File: src/rtl/adc_avg_ctrl.sv
// ADC averaging front-end: on each trigger edge it collects 2^LOG2_AVG samples,
// then emits their (optionally rounded) mean with a one-cycle ready strobe.
module adc_avg_ctrl #(
  parameter int DATA_W      = 12,
  parameter int LOG2_AVG    = 3,
  parameter int SIGNED_MODE = 1,
  parameter int ROUND_EN    = 1,
  parameter int TIMEOUT     = 255
) (
  input  logic              clk_i,
  input  logic              reset_i,
  input  logic              syncro_i,
  output logic              adc_data_req_o,
  input  logic              adc_data_rdy_i,
  input  logic [DATA_W-1:0] adc_data_i,
  output logic [DATA_W-1:0] data_o,
  output logic              data_rdy_o,
  output logic              busy_o,
  output logic              overrun_o,
  output logic              timeout_o
);

  localparam int ACC_W  = DATA_W + LOG2_AVG;
  localparam int CNT_W  = LOG2_AVG + 1;
  localparam int WD_W   = $clog2(TIMEOUT + 1);
  localparam int RND_SH = (LOG2_AVG > 0) ? LOG2_AVG - 1 : 0;

  localparam logic [CNT_W-1:0] LAST_CNT = CNT_W'((1 << LOG2_AVG) - 1);
  localparam logic [WD_W-1:0]  WD_LAST  = WD_W'(TIMEOUT - 1);
  localparam logic [ACC_W-1:0] RND_ADD  =
    (ROUND_EN != 0 && LOG2_AVG > 0) ? (ACC_W'(1) << RND_SH) : '0;

  typedef enum logic [1:0] {
    S_IDLE = 2'd0,
    S_ACQ  = 2'd1,
    S_DONE = 2'd2
  } state_t;

  state_t            r_state;
  logic              r_sync1;
  logic              r_sync2;
  logic              r_sync3;
  logic              r_start;
  logic [ACC_W-1:0]  r_acc;
  logic [CNT_W-1:0]  r_cnt;
  logic [WD_W-1:0]   r_wd;
  logic              r_req;
  logic              r_rdy;
  logic              r_busy;
  logic              r_ovr;
  logic              r_tmo;
  logic [DATA_W-1:0] r_data;

  logic [ACC_W-1:0]  w_sample_ext;
  logic [ACC_W-1:0]  w_sum;
  logic [DATA_W-1:0] w_avg;

  // Widen the sample to accumulator width according to the arithmetic mode.
  generate
    if (LOG2_AVG == 0) begin : g_ext_none
      assign w_sample_ext = adc_data_i;
    end else if (SIGNED_MODE != 0) begin : g_ext_sign
      assign w_sample_ext = {{LOG2_AVG{adc_data_i[DATA_W-1]}}, adc_data_i};
    end else begin : g_ext_zero
      assign w_sample_ext = {{LOG2_AVG{1'b0}}, adc_data_i};
    end
  endgenerate

  assign w_sum = r_acc + RND_ADD;

  generate
    if (SIGNED_MODE != 0) begin : g_shift_arith
      logic signed [ACC_W-1:0] w_sum_s;
      assign w_sum_s = $signed(w_sum);
      assign w_avg   = DATA_W'(w_sum_s >>> LOG2_AVG);
    end else begin : g_shift_logic
      assign w_avg = DATA_W'(w_sum >> LOG2_AVG);
    end
  endgenerate

  // Two-flop synchroniser followed by a registered rising-edge detector.
  always_ff @(posedge clk_i) begin
    if (reset_i) begin
      r_sync1 <= 1'b0;
      r_sync2 <= 1'b0;
      r_sync3 <= 1'b0;
      r_start <= 1'b0;
    end else begin
      r_sync1 <= syncro_i;
      r_sync2 <= r_sync1;
      r_sync3 <= r_sync2;
      r_start <= r_sync2 & ~r_sync3;
    end
  end

  always_ff @(posedge clk_i) begin
    if (reset_i) begin
      r_state <= S_IDLE;
      r_acc   <= '0;
      r_cnt   <= '0;
      r_wd    <= '0;
      r_req   <= 1'b0;
      r_rdy   <= 1'b0;
      r_busy  <= 1'b0;
      r_ovr   <= 1'b0;
      r_tmo   <= 1'b0;
      r_data  <= '0;
    end else begin
      r_rdy <= 1'b0;
      r_ovr <= 1'b0;
      case (r_state)
        S_IDLE: begin
          if (r_start) begin
            r_state <= S_ACQ;
            r_acc   <= '0;
            r_cnt   <= '0;
            r_wd    <= '0;
            r_tmo   <= 1'b0;
            r_req   <= 1'b1;
            r_busy  <= 1'b1;
          end else begin
            r_busy <= 1'b0;
          end
        end
        S_ACQ: begin
          if (r_start) begin
            r_ovr <= 1'b1;
          end
          if (adc_data_rdy_i) begin
            r_acc <= r_acc + w_sample_ext;
            r_cnt <= r_cnt + 1'b1;
            r_wd  <= '0;
            if (r_cnt == LAST_CNT) begin
              r_state <= S_DONE;
              r_req   <= 1'b0;
            end
          end else if (r_wd == WD_LAST) begin
            // Sample source went quiet: abandon without touching data_o.
            r_state <= S_IDLE;
            r_req   <= 1'b0;
            r_busy  <= 1'b0;
            r_tmo   <= 1'b1;
          end else begin
            r_wd <= r_wd + 1'b1;
          end
        end
        S_DONE: begin
          if (r_start) begin
            r_ovr <= 1'b1;
          end
          // busy stays high through the strobe cycle and drops from IDLE.
          r_data  <= w_avg;
          r_rdy   <= 1'b1;
          r_state <= S_IDLE;
        end
        default: begin
          r_state <= S_IDLE;
          r_req   <= 1'b0;
          r_busy  <= 1'b0;
        end
      endcase
    end
  end

  assign adc_data_req_o = r_req;
  assign data_o         = r_data;
  assign data_rdy_o     = r_rdy;
  assign busy_o         = r_busy;
  assign overrun_o      = r_ovr;
  assign timeout_o      = r_tmo;

endmodule
File: config.mk
export PLATFORM = sky130hd
export DESIGN_NAME = adc_avg_ctrl
export DESIGN_NICKNAME = d
export VERILOG_FILES = /design/src/rtl/adc_avg_ctrl.sv
export SDC_FILE = /design/constraint.sdc
export NUM_CORES = 1
export LEC_CHECK = 0
export BUFFER_PORTS_ARGS = -buffer_cell sky130_fd_sc_hd__buf_2
export CORE_MARGIN = 10
export CORE_UTILIZATION = 35
export CTS_CLUSTER_SIZE = 28
export DETAILED_ROUTE_END_ITERATION = 8
export HOLD_SLACK_MARGIN = 0.05
export MAX_ROUTING_LAYER = met4
export PLACE_DENSITY = 0.56
export RECOVER_POWER = 100
export SYNTH_ARGS = -nofsm -noshare
export SYNTH_HDL_FRONTEND = slang
export SYNTH_SLANG_ARGS = --single-unit
File: constraint.sdc
create_clock -name clk_i -period 4.38 [get_ports clk_i]
set_input_delay 0.657 -clock clk_i [delete_from_list [all_inputs] [get_ports clk_i]]
set_output_delay 0.657 -clock clk_i [all_outputs]
set_load 0.03 [all_outputs]
==> flow_summary.toml, run 1 <==
[timing]
clock_skew_ns = 0.00887
period_minus_slack_ns = 2.89
finalSetupTns_ns = 0
hold_viol_final = 0
fin_ws_ns = 1.49
slew_headroom = 0.0483
slew_violations = 0
tightest_slew_ns = 1.43
setup_viol = 0
rsz0062_at_grt = "false"
post-route-period-util = 0.659
fmax_ghz = 0.346

[clocking]
worstSkewPairLatency_ns = 0.31
postCtsSetupRepairBufs = 0
cts_tree = "done"
numClockSinks = 50
cts.clk_slew.worst_paths_ns = 0.10
cts_made_buffers = 5
cts_resized = 0
ctsHtreeMaxLevel = 2
root_buffer = "clkbuf_8"
max-clock-path-buffers = 2
cts_hold_buf = 0

[setup_path]
crit_arrival_ns = 3.09
crit_path_start_kind = "input pin"
worstPathCellList = "clkbuf_1 > inv_1 > nand4_1 > nor2_1 > nand4_1 > o41ai_1 > a211o_1"
cpPeakStageDelay_ns = 1.01
path_common_cell = "nand4_1"
critPathMaxFanout = 32
end_kind = "flip-flop"
path_class = "in2reg"
crit_slowest_cell = "clkbuf_1"
crit_required_ns = 4.59

[die]
core_area_sq_mm = 0.00781
placementRows = 32
io_pins = 33
dieArea_sq_mm = 0.0121
die_h_um = 110
initial_core_util = 0.364
die_w_um = 110

[logic_synthesis]
netlist_instances = 337
syn_area_per_cell_sq_um = 8.43
async_flop_share = 0
ys_top_cells_by_area = "dfxtp_1, ha_1, nor2_1"
ys_seq_area_frac = 0.352
synth_top_area_cell = "dfxtp_1"
ys_types = 49
yosys-top-cells-count = "dfxtp_1, nor2_1, nand2_1"
yosysWarnings = 0
synth_edf_count = 0
synth-seq-cells = 50
syn-num-nets = 375
yosysTopAreaCellShare = 0.352
syn_area_sq_mm = 0.00284
synthFlopType = "dfxtp_1"
yosysMostFrequentCell = "dfxtp_1"

[power]
power_frac_comb = 0.072
swShare = 0.245
power.total_uw = 867
vdd_drop_max_uv = 127
seq_power_share = 0.533
clockPowerShare = 0.395
p_int_uw = 654
power.switching_uw = 213
power.leakage_nw = 1.24
power_density_mw_per_mm2 = 274

[global_routing]
grt_pass1_wl_um = 11200
grt_pass1_vias = 2292
antenna_found_initial = 0
grt-ovfl-total = 0
grt_max_degree = 33
grt.total_usage = 0.116

[detailed_routing]
routed_via_density = 5.28
first_iter_violations = 119
via_count = 2449
route.detailed.drc = 0
drtAntennaViolNets = 0
wl_per_cell_um = 14.4
dr.pass1.iters = 4
routed_wl_um = 6680

[layout]
antenna-diode-count = 0
layout-drive-gt1-share = 0.0746
area_delta_synth_final_pct = 11.2
final_nets = 399
final_area_sq_mm = 0.00316

[placed_design]
port_buffers = 32
place_area_sq_mm = 0.00307
place.detailed.hpwl_um = 5150
pre_cts_ws_ns = 1.60
gp_congestion = 0.854

[min_path]
hp-class = "reg2reg"

[run_status]
status = "finished, final reports clean"

[flow_run]
drv_cap = 0
==> area by class of cell <==
type / count / area [sq um]
tap: 102 / 128
timing repair buffer: 32 / 138
inverter: 9 / 33.8
clock inverter: 3 / 47.5
sequential: 50 / 1000
multi-input combinational: 263 / 1740
fill: 820 / 4650
clock buffer: 5 / 68.8
==> layout by cell type, fill, tap and decap left out, drive strengths merged, types with 12 or more instances in the layout <==
master / instances
dfxtp: 50
nor2: 36
nand2: 24
clkbuf: 23
ha: 21
a21oi: 20
o21ai: 18
a211oi: 15
nand3: 14
buf: 14
nand4: 12
==> per-layer routing <==
metal / GRT usage / wire length, um
met4: 0.0279 / 47
met1: 0.156 / 3420
met2: 0.173 / 2960
met5: - / 0
met3: 0.0255 / 252
==> registers in the layout, indices dropped and copies added (netlist names) <==
register and flops:
r_acc 15, data_rdy_o 1, r_sync2 1, r_sync3 1, timeout_o 1, r_wd 8
r_state 2, overrun_o 1, r_cnt 4, busy_o 1, r_sync1 1, r_start 1
data_o 12, adc_data_req_o 1
==> critical path, delay by kind of cell <==
kind	cells	cell delay, ns
and+or+nand+nor	3	0.73
AOI/OAI and AO/OA	2	0.34
buffers and inverters	2	1.35
==> cell families (layout without fill, tap and decap cells) <==
group	count (synthesis)	count (layout)	synth area share
compound gates	91	91	0.219
buf+inv	24	49	0.0339
simple gates	125	125	0.217
fa+ha+maj	22	22	0.0996
flops	50	50	0.352
mux	4	4	0.0141
xor+xnor	21	21	0.0648
==> stage by stage <==
stage / instances / utilization / hold slack (ns)
3_3_place_gp: 456 / 0.393 / 0.378
2_1_floorplan: 337 / - / 0.367
3_5_place_dp: 456 / 0.393 / 0.400
4_1_cts: 464 / 0.408 / 0.419
6_report: 464 / 0.405 / 0.407
5_1_grt: 464 / 0.405 / 0.438
==> path summary, 6_finish.rpt <==
path | depth (start not counted) | end | from | slack (ns)
setup / recovery | 7 | r_acc[13] | reset_i | 1.49
hold / removal | 1 | r_start | r_sync3 | 0.41
setup reg to reg | 8 | r_acc[13] | r_state[0] | 1.96
hold reg to reg | 1 | r_start | r_sync3 | 0.41
==> power by group through the flow <==
stage,Clock [mW],Combinational (mW),Sequential (mW)
final,0.342,0.0627,0.462
after global routing,0.373,0.0709,0.463
after CTS,0.352,0.0636,0.462
after detailed placement,0,0.0634,0.472
after global placement,0,0.0627,0.472
after floorplan,0,0.0420,0.472
(Power assumes the default switching activity.)
==> run 2, diff against run 1 <==
--- a/config.mk
+++ b/config.mk
@@ -5,6 +5,7 @@
 export SDC_FILE = /design/constraint.sdc
 export NUM_CORES = 1
 export LEC_CHECK = 0
+export ABC_AREA = 1
 export BUFFER_PORTS_ARGS = -buffer_cell sky130_fd_sc_hd__buf_2
 export CORE_MARGIN = 10
 export CORE_UTILIZATION = 35
@@ -12,7 +13,7 @@
 export DETAILED_ROUTE_END_ITERATION = 8
 export HOLD_SLACK_MARGIN = 0.05
 export MAX_ROUTING_LAYER = met4
-export PLACE_DENSITY = 0.56
+export PLACE_DENSITY = 0.58
 export RECOVER_POWER = 100
 export SYNTH_ARGS = -nofsm -noshare
 export SYNTH_HDL_FRONTEND = slang
==> constraint.sdc (replaced) <==
create_clock -name clk_i -period 2.6 [get_ports clk_i]
set_input_delay 0.39 -clock clk_i [delete_from_list [all_inputs] [get_ports clk_i]]
set_output_delay 0.39 -clock clk_i [all_outputs]
set_load 0.03 [all_outputs]
==> flow_summary.toml, run 2 <==
[run_status]
status = "finished, violations left"
violations = "max-capacitance violations, max-slew violations"

[clocking]
cts_made_buffers = 5
ctsHtreeMaxLevel = 2
cts_resized = 0
numClockSinks = 50
postCtsSetupRepairBufs = 0
cts_hold_buf = 0
cts.clk_slew.worst_paths_ns = 0.09
max-clock-path-buffers = 2
root_buffer = "clkbuf_8"
worstSkewPairLatency_ns = 0.31
cts_tree = "done"

[logic_synthesis]
netlist_instances = 474
yosysTopAreaCellShare = 0.324
yosys-top-cells-count = "nand2_1, inv_1, nor2_1"
ys_types = 30
synth_edf_count = 0
yosysWarnings = 0
synthFlopType = "dfxtp_1"
synth-seq-cells = 50
synth_simple_gate_area_share = 0.322
syn_area_per_cell_sq_um = 6.53
yosysMostFrequentCell = "nand2_1"
async_flop_share = 0
synth_compound_area_frac = 0.119
syn_area_sq_mm = 0.00309
synth_top_family_by_area = "simple AND/OR/NAND/NOR gates"
synth_adder_area_share = 0.0914
synth_top_area_cell = "dfxtp_1"
ys_top_cells_by_area = "dfxtp_1, nand2_1, inv_1"
ys_seq_area_frac = 0.324
synth_xor_area_frac = 0.0368
syn-num-nets = 512
synthMuxAreaShare = 0

[layout]
layout_commonest_cell = "nand2_1"
antenna-diode-count = 0
final_area_sq_mm = 0.00343
final_nets = 544
area_delta_synth_final_pct = 10.9
largest_register_ffs = 15
regMostFlops = "r_acc"
layout-drive-gt1-share = 0.0651
mostFrequentLayoutCells = "nand2_1, inv_1, nor2_1"
fillCellCount = 955

[setup_path]
path_class = "reg2reg"
path_common_cell = "inv_1"
critPathMaxFanout = 12
crit_path_start_kind = "flip-flop"
cpPeakStageDelay_ns = 0.45
r2r_start = "r_state[1]"
crit_slowest_cell = "ha_1"
crit_arrival_ns = 2.36
r2r_cells = 8
timing.rr.end = "r_cnt[3]"
end_kind = "flip-flop"
ff2ff_setup_slack_ns = 0.43
worstPathCellList = "inv_1 > ha_1 > inv_1 > o21ai_4 > inv_1 > nand4_2 > xor2_1 > nor2_1"
crit_required_ns = 2.79

[global_routing]
grt.total_usage = 0.124
grt_pass1_wl_um = 13200
grt-ovfl-total = 0
antenna_found_initial = 0
grt_pass1_vias = 2824
grt_max_degree = 36

[min_path]
min_path_cells = 3
hold_path_end = "r_sync1"
hp-class = "in2reg"
min_from = "syncro_i"

[die]
io_pins = 33
core_area_sq_mm = 0.00868
die_w_um = 114
dieArea_sq_mm = 0.0130
initial_core_util = 0.356
die_h_um = 114
placementRows = 34

[timing]
hold_viol_final = 0
slew_violations = 36
period_minus_slack_ns = 2.17
setup_viol = 0
finalSetupTns_ns = 0
slew_headroom = -0.101
post-route-period-util = 0.834
clock_skew_ns = 0.00599
rsz0062_at_grt = "false"
tightest_slew_ns = 1.65
fmax_ghz = 0.461

[placed_design]
port_buffers = 32
place_area_sq_mm = 0.00337
gp_congestion = 0.839
place.detailed.hpwl_um = 5880

[detailed_routing]
routed_wl_um = 7560
route.detailed.drc = 0
drtAntennaViolNets = 0
via_count = 2877
first_iter_violations = 141
routed_via_density = 4.68
wl_per_cell_um = 12.3
dr.pass1.iters = 5

[flow_run]
drv_cap = 1

[power]
power.leakage_nw = 1.66
vdd_drop_max_uv = 210
power_density_mw_per_mm2 = 489
## run 2: cell count changes after synthesis, sizes merged, moves of 6 or more
cell    previous run  this run
a21o              11         0
a22oi              6         0
xnor2             10         3
or3                6         0
nand2             24       120
a211oi            15         1
nor2              36        61
o21ai             18        24
a21oi             20        38
nand3             14        35
inv                9        74
## run 2: per-stage QoR
| stage | utilization | cells | setup slack (ns) | hold WS (ns) | total power [mW] |
|---|---|---|---|---|---|
| after floorplan | - | 474 | 0.922 | 0.373 | 1.12 |
| after detailed placement | 0.388 | 607 | 0.600 | 0.393 | 1.22 |
| after global routing | 0.395 | 615 | 0.200 | 0.294 | 1.79 |
| after global placement | 0.388 | 607 | 0.677 | 0.379 | 1.22 |
| after CTS | 0.399 | 615 | 0.592 | 0.276 | 1.71 |
| final | 0.395 | 615 | 0.431 | 0.280 | 1.68 |
## run 2: area by class of cell
cell class	count	area (sq um)	share of cell area
Sequential cell	50	1000	0.292
Timing Repair Buffer	36	163	0.0474
Inverter	74	278	0.0810
Clock inverter	2	12.5	0.00365
Clock buffer	6	82.6	0.0241
Tap cell	108	135	0.0394
Multi-Input combinational cell	339	1760	0.513
## run 2: kinds of logic (layout without fill, tap and decap cells)
group           count (synthesis)  count (layout)
simple gates                  236             236
buf+inv                        85             118
compound gates                 68              68
flops                          50              50
fa+ha+maj                      22              22
xor+xnor                       13              13
## run 2: worst max path at each step
stage	depth (start not counted)	startpoint	slack, ns	to
finish	8	r_state[1]	0.43	r_cnt[3]
floorplan	7	adc_data_i[0]	0.92	r_acc[4]
CTS	8	r_state[1]	0.59	r_cnt[2]
global route	11	r_state[1]	0.20	r_wd[2]
global placement	8	r_state[1]	0.68	r_cnt[3]
detailed placement	8	r_state[1]	0.60	r_cnt[3]
## run 2: per-layer routing
layer	share of wire	vias to the layer above	global-route usage
met4	0.015	0	0.0359
met5	0	-	-
met1	0.49	1244	0.157
met3	0.040	10	0.0226
met2	0.45	56	0.196
li1	-	1567	-
## run 2: power by group
group	total (mW)	switching [mW]	internal, mW
clock	0.484	0.270	0.214
sequential	0.834	0.0298	0.804
combinational	0.360	0.248	0.112
## run 2: worst max-delay path: cells and delay by family, from the launching register on
kind            cells  cell delay (ns)
compound gates      1             0.40
buf+inv             3             0.56
simple gates        2             0.17
flops               1             0.34
xor+xnor            1             0.14
fa+ha+maj           1             0.45
